`src/rtl/audio_pwm_out.sv`:
```
// audio_pwm_out: memory-mapped PCM sample FIFO drained by a programmable sample-rate
// timer. Each popped sample sets the duty of a glitch-free PWM output, which drives an
// external RC filter.
//
// Ports:
//   clk, reset          system clock; asynchronous active-low reset
//   we, addr, wd        slave write strobe, region-local byte address (addr[3:2] decoded), write data
//   rd                  registered read data, valid one cycle after addr is presented
//   pwm_out             registered PWM audio output, forced low while disabled
//   sample_tick         one-cycle pulse per sample period; a pop is attempted in the same cycle
//   fifo_low            high while fewer than FIFO_DEPTH/2 samples are queued (refill hint)
//
// Register map (word offsets):
//   0x0 DATA   write pushes wd[15:0]; reads 0
//   0x4 STATUS [0] empty [1] full [2] underrun (sticky) [3] overflow (sticky) [15:8] count
//   0x8 CTRL   [0] enable; [1] clear sticky flags (reads 0); [2] flush FIFO (reads 0)
//   0xC DIV    [15:0] clk cycles per sample; values below 2 are stored as 2
module audio_pwm_out #(
    parameter int FIFO_DEPTH  = 16,
    parameter int PWM_BITS    = 10,
    parameter int DEFAULT_DIV = 1134
) (
    input  logic        clk,
    input  logic        reset,
    input  logic        we,
    input  logic [31:0] addr,
    input  logic [31:0] wd,
    output logic [31:0] rd,
    output logic        pwm_out,
    output logic        sample_tick,
    output logic        fifo_low
);

    localparam int AW = $clog2(FIFO_DEPTH);
    localparam int CW = AW + 1;
    localparam logic [CW-1:0] FULL_CNT = CW'(FIFO_DEPTH);
    localparam logic [CW-1:0] LOW_CNT  = CW'(FIFO_DEPTH / 2);

    // State registers
    logic [15:0]         mem_q [FIFO_DEPTH];
    logic [AW-1:0]       wr_ptr_q, wr_ptr_d;
    logic [AW-1:0]       rd_ptr_q, rd_ptr_d;
    logic [CW-1:0]       count_q, count_d;
    logic                underrun_q, underrun_d;
    logic                overflow_q, overflow_d;
    logic                enable_q, enable_d;
    logic [15:0]         div_q, div_d;
    logic [15:0]         sample_cnt_q, sample_cnt_d;
    logic [PWM_BITS-1:0] shadow_q, shadow_d;
    logic [PWM_BITS-1:0] duty_q, duty_d;
    logic [PWM_BITS-1:0] pwm_cnt_q, pwm_cnt_d;
    logic                pwm_out_q, pwm_out_d;
    logic [31:0]         rd_q, rd_d;

    // Bus decode
    logic sel_data, sel_ctrl, sel_div;
    logic push, flush, clr;
    assign sel_data = (addr[3:2] == 2'd0);
    assign sel_ctrl = (addr[3:2] == 2'd2);
    assign sel_div  = (addr[3:2] == 2'd3);
    assign push     = we && sel_data;
    assign flush    = we && sel_ctrl && wd[2];
    assign clr      = we && sel_ctrl && wd[1];

    // FIFO status and event qualification
    logic empty, full, tick, pop, push_ok;
    logic [15:0] fifo_rd_dat;
    assign empty       = (count_q == '0);
    assign full        = (count_q == FULL_CNT);
    // >= rather than == so that lowering DIV below the running count still wraps
    assign tick        = enable_q && (sample_cnt_q >= (div_q - 16'd1));
    assign pop         = tick && !empty;
    // A pop frees a slot in the same cycle, so a full FIFO still accepts a push on a tick.
    // An empty FIFO never pops, so a push on a tick simply lands as the only entry.
    assign push_ok     = push && (!full || pop);
    assign fifo_rd_dat = mem_q[rd_ptr_q];

    always_comb begin
        wr_ptr_d     = wr_ptr_q;
        rd_ptr_d     = rd_ptr_q;
        count_d      = count_q;
        underrun_d   = underrun_q;
        overflow_d   = overflow_q;
        enable_d     = enable_q;
        div_d        = div_q;
        sample_cnt_d = sample_cnt_q;
        shadow_d     = shadow_q;
        duty_d       = duty_q;
        pwm_cnt_d    = pwm_cnt_q;
        pwm_out_d    = 1'b0;
        rd_d         = 32'd0;

        // Pointers / occupancy; flush overrides any same-cycle push or pop
        if (flush) begin
            wr_ptr_d = '0;
            rd_ptr_d = '0;
            count_d  = '0;
        end else begin
            if (push_ok) wr_ptr_d = wr_ptr_q + AW'(1);
            if (pop)     rd_ptr_d = rd_ptr_q + AW'(1);
            case ({push_ok, pop})
                2'b10:   count_d = count_q + CW'(1);
                2'b01:   count_d = count_q - CW'(1);
                default: count_d = count_q;
            endcase
        end

        // Sticky flags: a new event in the same cycle as a clear keeps the flag set
        underrun_d = (underrun_q && !clr) || (tick && empty);
        overflow_d = (overflow_q && !clr) || (push && full && !pop);

        if (we && sel_ctrl) enable_d = wd[0];
        if (we && sel_div)  div_d    = (wd[15:0] < 16'd2) ? 16'd2 : wd[15:0];

        sample_cnt_d = (!enable_q || tick) ? 16'd0 : sample_cnt_q + 16'd1;

        // Offset binary: invert the sign bit, keep the top PWM_BITS bits
        if (pop) shadow_d = {~fifo_rd_dat[15], fifo_rd_dat[14 -: PWM_BITS-1]};

        // Duty only changes as the PWM counter wraps, so no period is ever truncated
        if (enable_q) begin
            pwm_cnt_d = pwm_cnt_q + PWM_BITS'(1);
            if (&pwm_cnt_q) duty_d = shadow_q;
        end
        pwm_out_d = enable_q && (pwm_cnt_q < duty_q);

        case (addr[3:2])
            2'd1:    rd_d = {16'd0, 8'(count_q), 4'd0, overflow_q, underrun_q, full, empty};
            2'd2:    rd_d = {31'd0, enable_q};
            2'd3:    rd_d = {16'd0, div_q};
            default: rd_d = 32'd0;
        endcase
    end

    // Sample storage needs no reset: entries are only read after being written
    always_ff @(posedge clk) begin
        if (push_ok && !flush) mem_q[wr_ptr_q] <= wd[15:0];
    end

    always_ff @(posedge clk or negedge reset) begin
        if (!reset) begin
            wr_ptr_q     <= '0;
            rd_ptr_q     <= '0;
            count_q      <= '0;
            underrun_q   <= 1'b0;
            overflow_q   <= 1'b0;
            enable_q     <= 1'b0;
            div_q        <= 16'(DEFAULT_DIV);
            sample_cnt_q <= '0;
            shadow_q     <= '0;
            duty_q       <= '0;
            pwm_cnt_q    <= '0;
            pwm_out_q    <= 1'b0;
            rd_q         <= '0;
        end else begin
            wr_ptr_q     <= wr_ptr_d;
            rd_ptr_q     <= rd_ptr_d;
            count_q      <= count_d;
            underrun_q   <= underrun_d;
            overflow_q   <= overflow_d;
            enable_q     <= enable_d;
            div_q        <= div_d;
            sample_cnt_q <= sample_cnt_d;
            shadow_q     <= shadow_d;
            duty_q       <= duty_d;
            pwm_cnt_q    <= pwm_cnt_d;
            pwm_out_q    <= pwm_out_d;
            rd_q         <= rd_d;
        end
    end

    assign rd          = rd_q;
    assign pwm_out     = pwm_out_q;
    assign sample_tick = tick;
    assign fifo_low    = (count_q < LOW_CNT);

    // Address bits outside [3:2], upper write data and the low sample bits are don't-care
    logic unused_ok;
    assign unused_ok = ^{addr[31:4], addr[1:0], wd[31:16], fifo_rd_dat};

endmodule
```
`config.mk`:
```
export PLATFORM = sky130hd
export DESIGN_NAME = audio_pwm_out
export DESIGN_NICKNAME = d
export VERILOG_FILES = /design/src/rtl/audio_pwm_out.sv
export SDC_FILE = /design/constraint.sdc
export NUM_CORES = 1
export LEC_CHECK = 0
export CORE_AREA = 2 2 162 164
export CTS_BUF_LIST = sky130_fd_sc_hd__clkbuf_4 sky130_fd_sc_hd__clkbuf_8
export CTS_CLUSTER_SIZE = 10
export DETAILED_ROUTE_END_ITERATION = 10
export DIE_AREA = 0 0 164 166
export GPL_ROUTABILITY_DRIVEN = 1
export PLACE_DENSITY = 0.68
export SYNTH_ARGS = -nofsm -noshare
export SYNTH_HDL_FRONTEND = slang
export SYNTH_SLANG_ARGS = --single-unit
```
`constraint.sdc`:
```
create_clock -name clk -period 6.6 [get_ports clk]
set_input_delay 0.66 -clock clk [delete_from_list [all_inputs] [get_ports clk]]
set_output_delay 0.66 -clock clk [all_outputs]
set_load 0.02 [all_outputs]
```
==> results of run 1 <==
worst paths after layout:
kind,to,slack [ns],cells past startpoint,from
max,count_q[4],1.11,20,div_q[4]
min,sample_cnt_q[10],0.04,1,reset
max reg2reg,count_q[4],1.11,20,div_q[4]
min reg2reg,shadow_q[9],0.47,2,shadow_q[9]
max in group asynchronous,rd_ptr_q[0],5.37,2,reset
min in group clk,shadow_q[9],0.47,2,shadow_q[9]
power by group through the flow:
stage	Combinational [uW]	Sequential, uW	Clock, uW
finish	490	1920	1410
global route	555	1930	1520
CTS	497	1920	1450
detailed placement	492	1950	0
global placement	483	1940	0
floorplan	351	1920	0
final cells by class:
class / instances / area, um^2
fill: 2181 / 12800
clock inverter: 14 / 106
inverter: 21 / 78.8
clock buffer: 64 / 762
sequential: 255 / 7190
tap: 335 / 419
multi-input combinational: 449 / 3840
timing repair buffer: 49 / 463
cell usage in the layout (no fill, tap or decap), types with 8 or more instances in the layout:
cell	Yosys	final
edfxtp_1	160	160
dfrtp_1	89	88
nand2_1	60	60
clkbuf_8	1	45
mux4_2	42	42
clkdlybuf4s50_1	0	38
nor2_1	37	37
ha_1	36	36
mux2_2	27	27
xnor2_1	25	25
nand3_1	21	21
inv_1	20	20
xor2_1	19	19
clkbuf_4	0	19
and3_1	18	18
conb_1	1	16
o21ai_0	14	14
mux2i_1	14	14
a21oi_1	13	13
buf_4	16	11
nor2b_1	9	9
and2_1	9	9
nor4_1	8	8
nor3_1	8	8
a21o_1	8	8
cell usage after synthesis (4+ instances only):
cell | n | area [um^2]
or4_1 | 4 | 30.0
ha_1 | 36 | 450
dfrtp_1 | 89 | 2230
nand2_1 | 60 | 225
or3_1 | 4 | 25.0
a21o_1 | 8 | 60.1
xor2_1 | 19 | 166
nand4_1 | 6 | 37.5
nor2_1 | 37 | 139
buf_4 | 16 | 120
mux4_2 | 42 | 946
and3_1 | 18 | 113
nor2b_1 | 9 | 56.3
mux2_2 | 27 | 304
clkbuf_1 | 18 | 67.6
and4_1 | 5 | 43.8
nand2b_1 | 4 | 25.0
xnor2_1 | 25 | 219
dfstp_2 | 6 | 158
nor3_1 | 8 | 40.0
and2_1 | 9 | 56.3
mux2i_1 | 14 | 140
nand3_1 | 21 | 105
buf_2 | 5 | 25.0
edfxtp_1 | 160 | 4800
a21oi_1 | 13 | 65.1
inv_1 | 20 | 75.1
o21ai_0 | 14 | 70.1
nor4_1 | 8 | 50.1
metal layers:
layer  up-vias  track usage (%)  part of all wire, %
met5         -                0                    0
met4         0             5.11                  2.2
met3        37             3.47                  5.2
met2       164             26.2                   46
met1      3166             25.0                   46
li1       2933                -                    -
cells by family (layout without fill, tap and decap cells):
logic type / count (synthesis) / in the layout / synth area share, %
AO/OA/AOI/OAI: 57 / 57 / 3.49
buffers and inverters: 65 / 148 / 2.97
XOR/XNOR: 44 / 44 / 3.41
AND/OR/NAND/NOR: 210 / 210 / 9.77
adder cells (fa/ha/maj): 37 / 37 / 4.16
multiplexers: 85 / 85 / 12.6
other: 1 / 16 / 0.0332
flip-flops: 255 / 255 / 63.6
worst register-to-register path, cell delays in order, from the launching register on:
cell	delay [ns]
dfrtp_1	0.44
nor4_1	0.31
nand2_1	0.11
or4_1	0.52
nor4_1	0.34
xnor2_1	0.11
ha_1	0.31
nand4_2	0.15
nor3_2	0.25
or4b_1	0.49
a31oi_2	0.18
buf_4	0.24
and2_2	0.31
nand2_1	0.13
fa_1	0.42
nor2b_1	0.12
o21ai_0	0.09
and2b_2	0.21
and4_2	0.22
or3_1	0.32
a211oi_2	0.16
per-stage QoR:
stage / util, % / hold WS [ns]
5_1_grt: 50.2 / 0.0442
3_3_place_gp: 46.8 / 0.460
4_1_cts: 50.2 / 0.0255
2_1_floorplan: - / 0.364
3_5_place_dp: 46.8 / 0.463
6_report: 50.2 / 0.0365
sequential cells by signal, indices dropped and copies added (netlist names):
| register | cells |
|---|---|
| underrun_q | 1 |
| sample_cnt_q | 16 |
| rd_ptr_q | 4 |
| enable_q | 1 |
| shadow_q | 10 |
| overflow_q | 1 |
| pwm_out | 1 |
| mem_q | 160 |
| div_q | 16 |
| rd | 16 |
| wr_ptr_q | 4 |
| duty_q | 10 |
| count_q | 5 |
| pwm_cnt_q | 10 |
==> impl_metrics.json, run 1 <==
{
  "status": "completed",
  "gp_congestion": 0.781,
  "cpPeakStageDelay_ns": 0.52,
  "crit_buf_inv": 1,
  "holdBufCountCts": 0,
  "grt_antenna_before_repair": 0,
  "combPwrFrac_pct": 12.8,
  "grt_usage_pct": 17.2,
  "maxCapViolations": 0,
  "vias": 6300,
  "critPathCaptureType": "register",
  "cts_setup_buffers": 0,
  "layout.nets": 922,
  "drive_gt1_share_pct": 20.8,
  "antenna_left": 0,
  "drt-initial-drc-count": 427,
  "rows": 59,
  "slew_violations": 0,
  "worst_slack_ns": 1.11,
  "p_sw_uw": 994,
  "fin_skew_ns": 0.0248,
  "ys_warn_count": 0,
  "power_frac_clock_pct": 36.9,
  "totalWireLength_mm": 22.3,
  "cts_htree_levels": 2,
  "cts_tree": "done",
  "p_total_uw": 3810,
  "grt_pass1_vias": 6382,
  "coreArea_um2": 25600,
  "die_y_um": 166,
  "die_area_um2": 27200,
  "relSlewSlack_pct": 40.2,
  "cp_slowest_cell": "or4_1",
  "dr.pass1.iters": 4,
  "pre_cts_ws_ns": 1.10,
  "cts_max_path_buffers": 3,
  "p_leak_uw": 0.00484,
  "ys_seq_area_share_pct": 63.6,
  "area_growth_pct": 13.7,
  "cts_made_buffers": 42,
  "synth_area_per_cell_um2": 15.0,
  "critPathRequiredTime_ns": 7.07,
  "timing.final.crit_period_ns": 5.49,
  "root_buffer": "clkbuf_8",
  "tightest_slew_ns": 0.898,
  "path_clk_slew_ns": 0.06,
  "io_pins": 102,
  "setup_viol": 0,
  "power.density_nw_per_um2": 297,
  "routedWlPerCell_um": 18.8,
  "syn_area_um2": 11300,
  "synth_cells": 754,
  "finalNonFillerCells": 1187,
  "globalRouteOverflowTotal": 0,
  "clock-sinks": 255,
  "dieWidth_um": 164,
  "period_share_pct": 83.2,
  "synth_edf_count": 160,
  "postPlaceCellArea_um2": 12000,
  "diodes": 0,
  "crit_type": "reg2reg",
  "grt_max_degree": 65,
  "start_util_pct": 44.1,
  "fin_setup_tns_ns": 0,
  "min_path_type": "in2async",
  "crit_path_max_fanout": 11,
  "worstPathArrival_ns": 5.96,
  "dp.cells": 1109,
  "ys_ff_latch": 255,
  "drcViolationCount": 0,
  "max_freq_mhz": 182,
  "peakVddDrop_uv": 181,
  "via_per_inst": 5.31,
  "cts_resized": 0,
  "grt_pass1_wl_mm": 36.0,
  "rsz0062_at_grt": "no",
  "cp-start-kind": "register",
  "yosysUniqueCellTypes": 65,
  "p_int_uw": 2820,
  "portBuffers": 39,
  "final_area_um2": 12900,
  "clk_latency_ns": 0.56,
  "switching_share_pct": 26.1,
  "p_seq_share_pct": 50.2,
  "async_flop_share_pct": 37.3,
  "hold_viol": 0,
  "ys.flop_type": "edfxtp_1",
  "cp_cell_sequence": "nor4_1, nand2_1, or4_1, nor4_1, xnor2_1, ha_1, nand4_2, nor3_2, or4b_1, a31oi_2, buf_4, and2_2, nand2_1, fa_1, nor2b_1, o21ai_0, and2b_2, and4_2, or3_1, a211oi_2",
  "hpwl_mm": 14.1,
  "cp_top_family": "simple AND/OR/NAND/NOR gates"
}
No activity file was read; power rests on OpenSTA's default activity.
==> run 2, diff against run 1 <==
PLACE_DENSITY = 0.71   (was 0.68)
clock period = 4.4 ns   (was 6.6 ns; I/O delays follow)
==> run 2 against run 1 <==
Compared with the run above:
- the run now ends with setup timing left
- count of clock-buffer cells in the layout is 9 lower
- cell area up 5.5%
- hold slack got worse by 0.032 ns
- non-clock buffer count rose by 57
- sequential share of layout area fell by 2.9 points
- total power increased by 56%
==> impl_metrics.json, run 2 (synthesized netlist as in run 1, its figures left out) <==
{
  "path_clk_slew_ns": 0.06,
  "holdBufCountCts": 0,
  "min_path_type": "in2async",
  "regMostFlops": "mem_q",
  "coreArea_um2": 25600,
  "drt-initial-drc-count": 546,
  "worstPathArrival_ns": 5.19,
  "rows": 59,
  "combPwrFrac_pct": 14.5,
  "timing.final.crit_period_ns": 4.72,
  "slew_violations": 0,
  "cp_cell_sequence": "nor4_4, nand2_1, or4_4, nor3_4, xnor2_1, ha_1, nand2_1, nor3_4, or4b_4, a31oi_4, and2_4, nand2_4, fa_2, nor2b_1, o21ai_1, and2b_2, and4_2, or3_1, a211oi_2",
  "drive_gt1_share_pct": 27.5,
  "layout_commonest_cell": "edfxtp_1",
  "cpPeakStageDelay_ns": 0.55,
  "gp_congestion": 0.793,
  "totalWireLength_mm": 23.0,
  "final_core_util_pct": 52.9,
  "relSlewSlack_pct": 41.2,
  "switching_share_pct": 26.1,
  "power_frac_clock_pct": 37.2,
  "critPathRequiredTime_ns": 4.87,
  "maxCapViolations": 0,
  "p_leak_uw": 0.00520,
  "cp_slowest_cell": "or4_4",
  "root_buffer": "clkbuf_8",
  "peakVddDrop_uv": 232,
  "critPathCaptureType": "register",
  "cts_max_path_buffers": 3,
  "drcViolationCount": 0,
  "crit_path_max_fanout": 4,
  "start_util_pct": 44.1,
  "period_share_pct": 107,
  "finalNonFillerCells": 1243,
  "antenna_left": 0,
  "status": "finished with violations",
  "p_sw_uw": 1550,
  "clk_latency_ns": 0.56,
  "via_per_inst": 5.23,
  "hold_viol": 0,
  "die_area_um2": 27200,
  "setup_viol": 2,
  "routedWlPerCell_um": 18.5,
  "area_growth_pct": 19.9,
  "crit_type": "reg2reg",
  "portBuffers": 39,
  "cts_tree": "done",
  "die_y_um": 166,
  "grt_pass1_vias": 6554,
  "rsz0062_at_grt": "yes",
  "p_seq_share_pct": 48.3,
  "p_int_uw": 4390,
  "grt_usage_pct": 17.3,
  "grt_pass1_wl_mm": 36.3,
  "layout.nets": 980,
  "globalRouteOverflowTotal": 0,
  "cts_made_buffers": 43,
  "worst_slack_ns": -0.319,
  "grt_max_degree": 70,
  "final_cell_mix": "edfxtp_1, dfrtp_1, buf_4",
  "io_pins": 102,
  "hpwl_mm": 15.6,
  "cp-start-kind": "register",
  "crit_buf_inv": 0,
  "dp.cells": 1165,
  "dieWidth_um": 164,
  "tightest_slew_ns": 0.881,
  "vias": 6506,
  "cp_top_family": "simple AND/OR/NAND/NOR gates",
  "largest_reg_flops": 160,
  "cts_htree_levels": 2,
  "grt_antenna_before_repair": 0,
  "clock-sinks": 255,
  "diodes": 0,
  "failed_checks": "setup timing",
  "fin_skew_ns": 0.0400,
  "dr.pass1.iters": 4,
  "power.density_nw_per_um2": 438,
  "max_freq_mhz": 212
}
run 2: changes by cell type in the layout (fill, tap and decap cells not counted), moves of 3 or more:
cell	previous run	this run
nor3_4	0	4
nor3_1	8	5
nor4_1	8	4
nor4_4	0	3
clkinv_1	6	9
buf_12	0	5
bufinv_16	1	4
clkinv_2	3	6
clkbuf_4	19	11
buf_4	11	62
run 2: final timing paths:
kind	to	slack, ns	start	depth (start not counted)
max	count_q[4]	-0.32	div_q[2]	19
min	rd[14]	0.004	reset	1
max reg2reg	count_q[4]	-0.32	div_q[2]	19
min reg2reg	shadow_q[4]	0.47	shadow_q[4]	2
max in group asynchronous	sample_cnt_q[11]	3.54	reset	2
min in group clk	shadow_q[4]	0.47	shadow_q[4]	2
run 2: per-stage QoR:
step	power (uW)	setup WS [ns]	hold WS (ns)	TNS (ns)	area, um^2
after CTS	5970	-0.316	0.0159	-0.386	13500
after global routing	6220	-0.601	0.0722	-4.70	13600
after detailed placement	3750	-0.324	0.463	-1.24	12500
after global placement	3720	-0.280	0.459	-0.280	12500
after floorplan	3410	-0.395	0.144	-0.395	11400
final	5940	-0.319	0.00403	-0.352	13600
run 2: cell type report:
class / instances / area (um^2)
fill: 2071 / 12100
sequential: 255 / 7190
clock inverter: 22 / 216
tap: 335 / 419
clock buffer: 55 / 688
multi-input combinational: 449 / 4010
timing repair buffer: 106 / 958
inverter: 21 / 78.8
run 2: per-layer routing:
metal  track usage [%]  share of wire [%]  up-vias
met5                 0                  0        -
met2              27.3                 48      151
met1              24.5                 45     3269
li1                  -                  -     3046
met3              3.22                5.0       40
met4              5.11                1.9        0
run 2: repair_timing:
action,in CTS,in global routing
resized for setup,8,15
pin swaps,1,4
buffers inserted,1,0
setup endpoints to repair,43,161
run 2: power groups by stage:
| stage | sequential, uW | clock (uW) | combinational [uW] |
|---|---|---|---|
| after CTS | 2860 | 2260 | 854 |
| after detailed placement | 2900 | 0 | 844 |
| final | 2870 | 2210 | 862 |
| after global routing | 2890 | 2370 | 956 |
| after global placement | 2900 | 0 | 820 |
| after floorplan | 2880 | 0 | 530 |
